File: src/rtl/pipe_ctrl_pkg.sv
// Shared types and constants for the pipeline hazard/sequencing controller.
package pipe_ctrl_pkg;

  typedef enum logic [1:0] {
    RUN     = 2'd0,
    MD_WAIT = 2'd1,
    MD_DONE = 2'd2
  } ctrl_state_t;

  localparam logic [1:0] FWD_RF = 2'b00;
  localparam logic [1:0] FWD_W  = 2'b01;
  localparam logic [1:0] FWD_M  = 2'b10;

  localparam int MD_LATENCY_DEF = 4;

endpackage

File: src/rtl/pipeline_ctrl_md_timer.sv
// Mul/div countdown: loaded at the start cycle, decremented while waiting,
// and flags the final wait cycle (count == 1).
module md_timer #(
  parameter int CNT_W      = 8,
  parameter int MD_LATENCY = 4
) (
  input  logic clk,
  input  logic rst_n,
  input  logic load_i,
  input  logic dec_i,
  output logic last_o
);

  logic [CNT_W-1:0] count_q, count_d;

  always_comb begin
    count_d = count_q;
    if (load_i) begin
      count_d = CNT_W'(MD_LATENCY - 1);
    end else if (dec_i && (count_q != '0)) begin
      count_d = count_q - 1'b1;
    end
  end

  always_ff @(posedge clk) begin
    if (!rst_n) begin
      count_q <= '0;
    end else begin
      count_q <= count_d;
    end
  end

  assign last_o = (count_q == CNT_W'(1));

endmodule

File: src/rtl/pipeline_ctrl.sv
// Hazard controller: forwarding selects, load-use stall, branch flush and
// mul/div freeze sequencing. Perf counters exist only with PIPE_PERF_CNT_EN.
module pipeline_ctrl
  import pipe_ctrl_pkg::*;
#(
  parameter int REG_ADDR_W = 5,
  parameter int MD_LATENCY = MD_LATENCY_DEF,
  parameter int CNT_W      = 8
) (
  input  logic                  clk,
  input  logic                  rst_n,
  input  logic [REG_ADDR_W-1:0] Rs1D,
  input  logic [REG_ADDR_W-1:0] Rs2D,
  input  logic [REG_ADDR_W-1:0] Rs1E,
  input  logic [REG_ADDR_W-1:0] Rs2E,
  input  logic [REG_ADDR_W-1:0] RdE,
  input  logic                  ResultSrcE0,
  input  logic                  PCSrcE,
  input  logic                  MulDivStartE,
  input  logic                  RegWriteM,
  input  logic [REG_ADDR_W-1:0] RdM,
  input  logic                  RegWriteW,
  input  logic [REG_ADDR_W-1:0] RdW,
  output logic [1:0]            ForwardAE,
  output logic [1:0]            ForwardBE,
  output logic                  StallF,
  output logic                  StallD,
  output logic                  StallE,
  output logic                  FlushD,
  output logic                  FlushE,
  output logic                  FlushM,
  output logic                  MdDoneE,
  output logic [31:0]           StallCycles,
  output logic [31:0]           FlushCount
);

  ctrl_state_t state_q, state_d;
  logic        lw_stall;
  logic        md_load;
  logic        md_dec;
  logic        md_last;

  function automatic logic [1:0] fwd_sel(input logic [REG_ADDR_W-1:0] rs);
    if (RegWriteM && (RdM != '0) && (RdM == rs)) begin
      return FWD_M;
    end else if (RegWriteW && (RdW != '0) && (RdW == rs)) begin
      return FWD_W;
    end
    return FWD_RF;
  endfunction

  assign lw_stall = ResultSrcE0 && (RdE != '0) && ((RdE == Rs1D) || (RdE == Rs2D));

  always_comb begin
    state_d   = state_q;
    ForwardAE = fwd_sel(Rs1E);
    ForwardBE = fwd_sel(Rs2E);
    StallF    = lw_stall;
    StallD    = lw_stall;
    StallE    = 1'b0;
    FlushD    = PCSrcE;
    FlushE    = lw_stall || PCSrcE;
    FlushM    = 1'b0;
    MdDoneE   = 1'b0;
    md_load   = 1'b0;
    md_dec    = 1'b0;

    case (state_q)
      RUN: begin
        if (MulDivStartE) begin
          StallF  = 1'b1;
          StallD  = 1'b1;
          StallE  = 1'b1;
          FlushM  = 1'b1;
          md_load = 1'b1;
          state_d = (MD_LATENCY >= 2) ? MD_WAIT : MD_DONE;
        end
      end
      MD_WAIT: begin
        StallF = 1'b1;
        StallD = 1'b1;
        StallE = 1'b1;
        FlushM = 1'b1;
        FlushD = 1'b0;
        FlushE = 1'b0;
        md_dec = 1'b1;
        if (md_last) begin
          state_d = MD_DONE;
        end
      end
      MD_DONE: begin
        // The mul/div instruction is leaving E, so its start strobe is stale.
        MdDoneE = 1'b1;
        state_d = RUN;
      end
      default: state_d = RUN;
    endcase

    if (!rst_n) begin
      ForwardAE = FWD_RF;
      ForwardBE = FWD_RF;
      StallF    = 1'b0;
      StallD    = 1'b0;
      StallE    = 1'b0;
      FlushD    = 1'b1;
      FlushE    = 1'b1;
      FlushM    = 1'b1;
      MdDoneE   = 1'b0;
      md_load   = 1'b0;
      md_dec    = 1'b0;
    end
  end

  always_ff @(posedge clk) begin
    if (!rst_n) begin
      state_q <= RUN;
    end else begin
      state_q <= state_d;
    end
  end

  md_timer #(
    .CNT_W      (CNT_W),
    .MD_LATENCY (MD_LATENCY)
  ) u_md_timer (
    .clk    (clk),
    .rst_n  (rst_n),
    .load_i (md_load),
    .dec_i  (md_dec),
    .last_o (md_last)
  );

`ifdef PIPE_PERF_CNT_EN
  logic [31:0] stall_cnt_q;
  logic [31:0] flush_cnt_q;

  always_ff @(posedge clk) begin
    if (!rst_n) begin
      stall_cnt_q <= '0;
      flush_cnt_q <= '0;
    end else begin
      if (StallF) stall_cnt_q <= stall_cnt_q + 32'd1;
      if (PCSrcE) flush_cnt_q <= flush_cnt_q + 32'd1;
    end
  end

  assign StallCycles = stall_cnt_q;
  assign FlushCount  = flush_cnt_q;
`else
  assign StallCycles = '0;
  assign FlushCount  = '0;
`endif

endmodule
File: config.mk
export PLATFORM = sky130hd
export DESIGN_NAME = pipeline_ctrl
export DESIGN_NICKNAME = d
export VERILOG_FILES = /design/src/rtl/pipe_ctrl_pkg.sv /design/src/rtl/pipeline_ctrl_md_timer.sv /design/src/rtl/pipeline_ctrl.sv
export SDC_FILE = /design/constraint.sdc
export NUM_CORES = 1
export LEC_CHECK = 0
export ABC_AREA = 1
export BUFFER_PORTS_ARGS = -buffer_cell sky130_fd_sc_hd__buf_2
export CORE_ASPECT_RATIO = 1.4
export CORE_MARGIN = 2
export CORE_UTILIZATION = 26
export CTS_CLUSTER_DIAMETER = 120
export DETAILED_ROUTE_END_ITERATION = 10
export SLEW_MARGIN = 5
export SYNTH_ARGS = -nofsm -noshare
export SYNTH_HDL_FRONTEND = slang
export SYNTH_HIERARCHICAL = 1
export SYNTH_SLANG_ARGS = --single-unit
export TNS_END_PERCENT = 10
File: constraint.sdc
create_clock -name clk -period 1.8 [get_ports clk]
set_input_delay 0 -clock clk [delete_from_list [all_inputs] [get_ports clk]]
set_output_delay 0 -clock clk [all_outputs]
set_load 0.02 [all_outputs]
Word-level counts from Yosys, hierarchy flattened
Index checks and enable logic that the tools add are counted.
{"block": "word_totals", "elab_cells": 69, "output_inout_bits": 75, "ff_bits": 10}
{"block": "op_classes", "n_reduce_logical": 19, "n_bitwise": 1, "n_mux": 34, "add_sub_neg": 1, "eq_ne": 11}
{"cell": "equality test 5 bit", "count": 6}
{"cell": "2-to-1 mux 2 bit", "count": 12}
{"cell": "2-to-1 mux 1 bit", "count": 19}
{"cell": "nonzero test 5 bit", "count": 3}
{"cell": "logical AND 1 bit", "count": 9}
{"cell": "equality test 8 x 1 -> 1 bit (second input constant)", "count": 1}
{"cell": "nonzero test 8 bit", "count": 1}
{"cell": "subtractor 8 x 1 -> 8 bit (second input constant)", "count": 1}
{"cell": "!= test 2 bit (second input constant)", "count": 2}
{"cell": "one-hot mux 1 bit (2 select lines)", "count": 2}
{"cell": "one-hot mux 2 bit (2 select lines)", "count": 1}
{"cell": "equality test 2 x 1 -> 1 bit (second input constant)", "count": 1}
{"cell": "equality test 2 bit (second input constant)", "count": 1}
{"cell": "zero test 2 bit", "count": 1}
{"cell": "logical OR 1 bit", "count": 2}
{"cell": "AND reduction 2 bit", "count": 1}
{"cell": "nonzero test 2 bit", "count": 1}
{"cell": "OR reduction 2 bit", "count": 1}
{"cell": "NOT 1 bit", "count": 1}

Logic depth before layout (Yosys ltp)
Gate-level depths: netlist (run 1).
{"block": "depth", "word_depth": 7, "ltp_mapped": 9, "depth_no_buf": 9}

Hierarchy
Netlist (run 1), hierarchy kept.
{"module": "pipeline_ctrl", "seq_area_each_um2": 40.0, "n_inst": 1, "cells_each": 195, "area_each_um2": 1167.4}
{"module": "md_timer", "seq_area_each_um2": 160.2, "n_inst": 1, "cells_each": 86, "area_each_um2": 541.8}

Worst setup path before layout (run 1)
OpenSTA, ideal clock, no wires.
{"block": "synth_path", "path_kind": "register to register", "start": "reg state_q[0]", "end": "reg u_md_timer.count_q[0]", "setup_time_ns": 0.111, "period_less_slack_ns": 1.288, "setup_slack_ns": 0.512, "n_path_buf": 0, "t_arrival_ns": 1.176, "path_stages_with_launch": 10, "path_cell_list": "dfxtp_1 inv_2 nor2_1 inv_2 nor2_1 inv_1 nor2_4 nor2_1 nor2_1 nor2_1"}
{"block": "synth_via", "elab_chain_cells": 5, "elab_cells_between_ends": 9, "classes_between": "eq/ne (1); mux (5); reduce/logical (3)"}
{"element": "from (decl)", "line": "pipeline_ctrl.sv:37", "rtl": "ctrl_state_t state_q, state_d;"}
{"element": "from (signal assigned)", "line": "pipeline_ctrl.sv:118", "rtl": "state_q <= state_d;"}
{"element": "equality test 2 x 1 -> 1 bit", "line": "pipeline_ctrl.sv:68", "rtl": "case (state_q)"}
{"element": "2-to-1 mux 1 bit", "line": "pipeline_ctrl.sv:68"}
{"element": "2-to-1 mux 1 bit", "line": "pipeline_ctrl.sv:99", "rtl": "if (!rst_n) begin"}
{"element": "via md_dec", "line": "pipeline_ctrl.sv:40", "rtl": "logic md_dec;"}
{"element": "logical AND 1 bit", "line": "pipeline_ctrl_md_timer.sv:20", "rtl": "end else if (dec_i && (count_q != '0)) begin"}
{"element": "nonzero test 2 bit (no source line)"}
{"element": "to (signal assigned)", "line": "pipeline_ctrl_md_timer.sv:29", "rtl": "count_q <= count_d;"}
{"element": "to (decl)", "line": "pipeline_ctrl_md_timer.sv:14", "rtl": "logic [CNT_W-1:0] count_q, count_d;"}
The timed path passes the listed nets, and every way through them passes these cells.
A chain may end at the register's enable or synchronous reset.

Worst setup path in the final report (run 1)
{"block": "layout_path", "start": "reg state_q[0]", "end": "reg u_md_timer.count_q[1]"}
Same word-level chain as after synthesis.

==> results of run 1 <==
==> final timing paths <==
path,end,cells past startpoint
max,u_md_timer/count_q[1]$_SDFFE_PN0P_,9
min reg2reg,state_q[0]$_SDFFE_PN0P_,1
max reg2reg,u_md_timer/count_q[1]$_SDFFE_PN0P_,9
min,u_md_timer/count_q[0]$_SDFFE_PN0P_,3
==> cells by family after synthesis <==
family                   count (synthesis)
XOR/XNOR                                19
AND/OR/NAND/NOR                        126
other                                    1
AO/OA/AOI/OAI                           16
adder cells (fa/ha/maj)                  3
flip-flops                              10
buffers and inverters                  106
==> through the flow <==
stage | hold WS (ns) | utilization [%]
5_1_grt | 0.09656 | 28.57
3_3_place_gp | 0.3307 | 27.93
4_1_cts | 0.08004 | 28.57
3_5_place_dp | 0.3242 | 27.93
2_1_floorplan | 0.1216 | -
6_report | 0.07955 | 28.57
==> sequential cells by signal, summed over array words and instances (netlist names) <==
| name | cells |
|---|---|
| state_q | 2 |
| u_md_timer/count_q | 8 |
==> worst max-delay path: cells and delay by family (launching register included) <==
kind / cells / cell delay (ns)
and+or+nand+nor: 6 / 0.76
DFF: 1 / 0.38
buffers and inverters: 3 / 0.21
==> area by class of cell <==
cell class / count / area (µm²) / area share [%]
clock buffer: 3 / 41.29 / 2.230
inverter: 41 / 156.4 / 8.446
multi-input combinational: 228 / 1101 / 59.46
sequential: 10 / 200.2 / 10.81
tap: 74 / 92.59 / 5.000
timing repair buffer: 52 / 260.3 / 14.05
==> where the power goes <==
group / total [W] / switching, W / internal (W)
Clock: 0.000230 / 0.0000840 / 0.000146
Combinational: 0.000531 / 0.000362 / 0.000169
Sequential: 0.000255 / 0.0000169 / 0.000238
==> per-layer routing <==
layer / track usage (%) / up-vias / share of wire [%]
met3: 1.807 / 4 / 8.5
li1: - / 831 / -
met4: 3.134 / 0 / 1.3
met1: 10.40 / 696 / 38
met5: 0 / - / 0
met2: 17.83 / 80 / 52
==> placed cells by master, fill, tap and decap left out, drive strengths merged, types with 3 or more instances in the layout <==
cell type  Yosys  final
o21ai          5      5
dfxtp         10     10
buf           65     52
nor3           3      3
conb           1     64
nand2         64     64
nor2          33     33
nand3         16     16
xor2           3      3
inv           40     40
xnor2         16     16
clkbuf         0      3
a21oi         10     10
ha             3      3
nand4          5      5
==> impl_results.md, run 1 <==
* Slowest Stage Delay on Critical Path at 0.38 ns
* Post-placement cell area at 1810 µm²
* Power, Total at 0.001016 W
* Layout area overhead at 8.346%
* Hold_sp: rst_n
* # Post-CTS Setup Buffers at 0
* Worst clock skew at 0.002307 ns
* Crit path arrival time at 1.57 ns
* Cell count after synthesis at 281
* Dpl cells at 405
* PostCTS Resize Cnt at 0
* Worst slack at placement at 0.3674 ns
* Synth Flop Type: dfxtp_1
* Tightest Hold Check Type: in -> reg
* Worst-path cell with the longest stage delay: dfxtp_1
* Aggregate global-route resource usage at 9.494%
* Adder-cell share of the synthesized area at 2.196%
* Overflow after GRT at 0
* Core area at 6481 µm²
* Clock buffer depth at 2
* Worst-path maximum fanout at 9
* Critical path type: reg -> reg
* Antenna Violating Nets Remaining at 0
* Max Slew Vio Count at 0
* Cts hold-fix bufs at 0
* Xor/xnor share of the synthesized area at 9.736%
* Crit-path cells: inv_2 -> nor2_1 -> inv_2 -> nor2_1 -> inv_1 -> nor2_4 -> nor2_1 -> nor2_1 -> nor2_1
* Die area at 7247 µm²
* Site row count at 35
* Synth Area in Compound Gates at 5.051%
* DP HPWL at 3021 µm
* Initial antenna violation count at 0
* RSZ-0062 raised after global routing: no
* Critical path origin: state_q[0]$_SDFFE_PN0P_
* Ys async rst share at 0%
* Later-pin clock latency in the skew report at 0.23 ns
* DIE HEIGHT at 99.93 µm
* Die width at 72.53 µm
* Post-synth top area share at 28.55%
* CTS Root Cell: clkbuf_8
* Ranking of synthesized cells by area: buf_4 (29%), nand2_1 (14%), dfxtp_1 (12%), xnor2_1 (8.2%), inv_1 (6.8%)
* Commonest cells in the netlist: buf_4 (65), nand2_1 (62), inv_1 (31)
* TritonRoute pass-1 iters at 4
* Max Cap Viol at 0
* DRC viols at 0
* Status: finished, final reports clean
* Pin count of the biggest net entering global routing at 10
* Endpoints failing hold at 0
* Register area share after synthesis at 11.71%
* Nets at 381
* Non-filler cells, final at 408
* Largest area contributor in the netlist: buf_4
* Total wire length at 3429 µm
* Vias at 1611
* First-pass GRT wire length at 5664 µm
* Pwr Density at 548.5 nW/µm²
* H-Tree Level Count at 1
* Vias per Instance at 3.949
* Fill count at 736
* Port bufs at 52
* Mapped Area at 1709 µm²
* Leakage at 1.037 nW
* Maximum resistive drop on vdd at 0.0001898 V
* CTS tree: built
* Final worst slack at 0.3643 ns
* Final Cycle Share at 79.76%
* Post-synthesis simple-gate area fraction at 33.38%
* Starting Density at 26.37%
* N_diodes at 0
* FF-to-FF Start: state_q[0]$_SDFFE_PN0P_
* Final Instance Area at 1852 µm²
* EDFF count, synth at 0
* Share of cells above drive strength 1 at 22.46%
* Gpl congestion at 0.7674
* R2r setup slk at 0.36 ns
* Mux cell area share after synthesis at 0%
* Unique masters post-synth at 28
* Avg Cell Area, Syn at 6.082 µm²
* WL/cell at 8.404 µm
* Main combinational cell family by area after synthesis: buffers and inverters
* Worst EP required at 1.93 ns
* Yosys warnings at 6
* Fmax at 696.5 MHz
* CP Capture Type: flop
* Clock sink total at 10
* Initial DRC count at 24
* Tmin final at 1.436 ns
* Number of global-route vias before repair at 1381
* Count leader, synth: buf_4
* CTS Buf Count at 3
* Cell mode on critical path: nor2_1
* # setup viols final at 0
* CP Launch Type: flop
* Clock transition at path regs at 0.05 ns
* FF+latch count, synth at 10
* I/O Pins at 117
* Setup_tns at 0 ns
(Power assumes the default switching activity.)
==> run 2, diff against run 1 <==
==> constraint.sdc (replaced) <==
create_clock -name clk -period 1.2 [get_ports clk]
set_input_delay 0 -clock clk [delete_from_list [all_inputs] [get_ports clk]]
set_output_delay 0 -clock clk [all_outputs]
set_load 0.02 [all_outputs]
==> impl_results.md, run 2 (same netlist as run 1, synthesis figures left out) <==
* Status: finished, violations left
* Failing checks: negative setup slack
* First-pass GRT wire length at 5768 µm (+1.8%)
* Setup_tns at -0.002732 ns (-0.002732 ns)
* Critical path origin: state_q[0]$_SDFFE_PN0P_
* CTS Root Cell: clkbuf_8
* Multi-input logic area at 1166 µm² (+5.9%)
* # setup viols final at 1 (+1)
* Initial DRC count at 31 (+29%)
* Worst EP required at 1.20 ns (-0.73 ns)
* Total area of sequential cells at 203.9 µm² (+1.9%)
* Total wire length at 3675 µm (+7.2%)
* CTS tree: built
* Critical path type: reg -> out
* Die width at 72.53 µm (unchanged)
* Clock buffer depth at 2 (unchanged)
* H-Tree Level Count at 1 (unchanged)
* # Post-CTS Setup Buffers at 0 (unchanged)
* Number of global-route vias before repair at 1439 (+4.2%)
* Later-pin clock latency in the skew report at 0.23 ns (about the same)
* Maximum resistive drop on vdd at 0.0002786 V (+47%)
* Site row count at 35 (unchanged)
* Commonest non-fill, non-tap cells in the layout: conb_1 (64), nand2_1 (59), buf_2 (51), inv_1 (28), nor2_1 (25)
* Port bufs at 52 (unchanged)
* Max Slew Vio Count at 0 (unchanged)
* Die area at 7247 µm² (unchanged)
* Pin count of the biggest net entering global routing at 8 (-2)
* Slowest Stage Delay on Critical Path at 0.33 ns (-0.05 ns)
* Crit path arrival time at 1.20 ns (-0.37 ns)
* Biggest regs: u_md_timer/count_q (8), state_q (2)
* Aggregate global-route resource usage at 9.914% (+0.42 points)
* Core area at 6481 µm² (unchanged)
* Power, Total at 0.001655 W (+63%)
* Starting Density at 26.37% (unchanged)
* WL/cell at 8.647 µm (+2.9%)
* Tmin final at 1.203 ns
* Pwr Density at 806.8 nW/µm² (+47%)
* Largest register FFs at 8 (unchanged)
* Antenna Violating Nets Remaining at 0 (unchanged)
* DIE HEIGHT at 99.93 µm (unchanged)
* N_diodes at 0 (unchanged)
* Layout area overhead at 20.06%
* Worst clock skew at 0.002899 ns (+0.0005918 ns)
* DP HPWL at 3145 µm (+4.1%)
* Clock transition at path regs at 0.05 ns (about the same)
* Fmax at 831.4 MHz
* Initial antenna violation count at 0 (unchanged)
* Gpl congestion at 0.8161 (+6.3%)
* Leakage at 1.128 nW (+8.8%)
* FF-to-FF Start: u_md_timer/count_q[1]$_SDFFE_PN0P_
* Max Cap Viol at 0 (unchanged)
* Nets at 398 (+4.5%)
* Crit-path cells: inv_2 -> nor2_4 -> inv_2 -> buf_4 -> a21oi_4 -> nand2_1 -> buf_6
* Cell mode on critical path: inv_2
* Final Cycle Share at 100.2%
* CP Launch Type: flop
* Hold_sp: rst_n
* CTS Buf Count at 3 (unchanged)
* RSZ-0062 raised after global routing: yes
* Commonest non-fill, non-tap cell in the layout: conb_1
* Worst-path cell with the longest stage delay: dfxtp_2
* Buf/Inv on CP at 4 (+1)
* Share of cells above drive strength 1 at 31.05% (+8.6 points)
* Final worst slack at -0.002732 ns (-0.3670 ns)
* Overflow after GRT at 0 (unchanged)
* I/O Pins at 117 (unchanged)
* Tightest Hold Check Type: in -> reg
* Worst-path maximum fanout at 2 (-7)
* Fill count at 718 (-2.4%)
* Endpoints failing hold at 0 (unchanged)
* Top delay family on crit path: buffers and inverters
* CP Capture Type: output port
* Biggest register: u_md_timer/count_q
* Vias at 1659 (+3.0%)
* Vias per Instance at 3.904 (-1.1%)
* Clock sink total at 10 (unchanged)
* DRC viols at 0 (unchanged)
* TritonRoute pass-1 iters at 6 (+2)
## run 2: worst reg2reg max path: cells and delay by family, from the launching register on
kind | cells | cell delay, ns
AO/OA/AOI/OAI | 1 | 0.15
adder cells (fa/ha/maj) | 1 | 0.15
buffers and inverters | 1 | 0.05
flip-flops | 1 | 0.36
AND/OR/NAND/NOR | 4 | 0.41
## run 2: power by group
| part | switching (W) | internal [W] | leakage (nW) | total [W] |
|---|---|---|---|---|
| Clock | 0.000122 | 0.000219 | 0.0216 | 0.000341 |
| Sequential | 0.0000194 | 0.000360 | 0.0824 | 0.000379 |
| Combinational | 0.000598 | 0.000338 | 1.02 | 0.000935 |
| Total | 0.000739 | 0.000916 | 1.13 | 0.00166 |
## run 2: layer usage
metal	track usage [%]	share of wire (%)
met1	9.823	38
met2	19.65	53
met3	2.309	8.3
met4	2.991	0.30
met5	0	0
## run 2: layout make-up
class	count	area share, %
multi-input combinational	229	56.83
timing repair buffer	68	18.84
sequential	10	9.939
inverter	41	7.866
tap	74	4.512
clock buffer	3	2.012
## run 2: metrics by stage
step / std cells / area, µm² / setup slack [ns] / hold WS [ns] / util (%)
after floorplan: 344 / 1952 / 0.007005 / 0.1216 / -
final: 425 / 2052 / -0.002732 / 0.08234 / 31.66
after global routing: 425 / 2052 / -0.07730 / 0.08714 / 31.66
after detailed placement: 421 / 1937 / -0.09483 / 0.3302 / 29.88
after global placement: 421 / 1937 / -0.04744 / 0.3236 / 29.88
after CTS: 425 / 2004 / -0.04950 / 0.07722 / 30.93
## run 2: worst paths after layout
path	to	slack, ns	depth (start not counted)
setup / recovery	FlushE	-0.003	7
hold / removal	u_md_timer/count_q[1]$_SDFFE_PN0P_	0.08	3
setup reg to reg	u_md_timer/count_q[5]$_SDFFE_PP0P_	-0.003	7
hold reg to reg	state_q[0]$_SDFFE_PN0P_	0.54	2
## run 2: what timing repair did
action	4_1_cts	5_1_grt
setup endpoints to repair	12	12
pin swaps	4	5
hold endpoints to repair	0	0
hold buffers	0	0
gates resized for setup	9	12
cloned	1	0
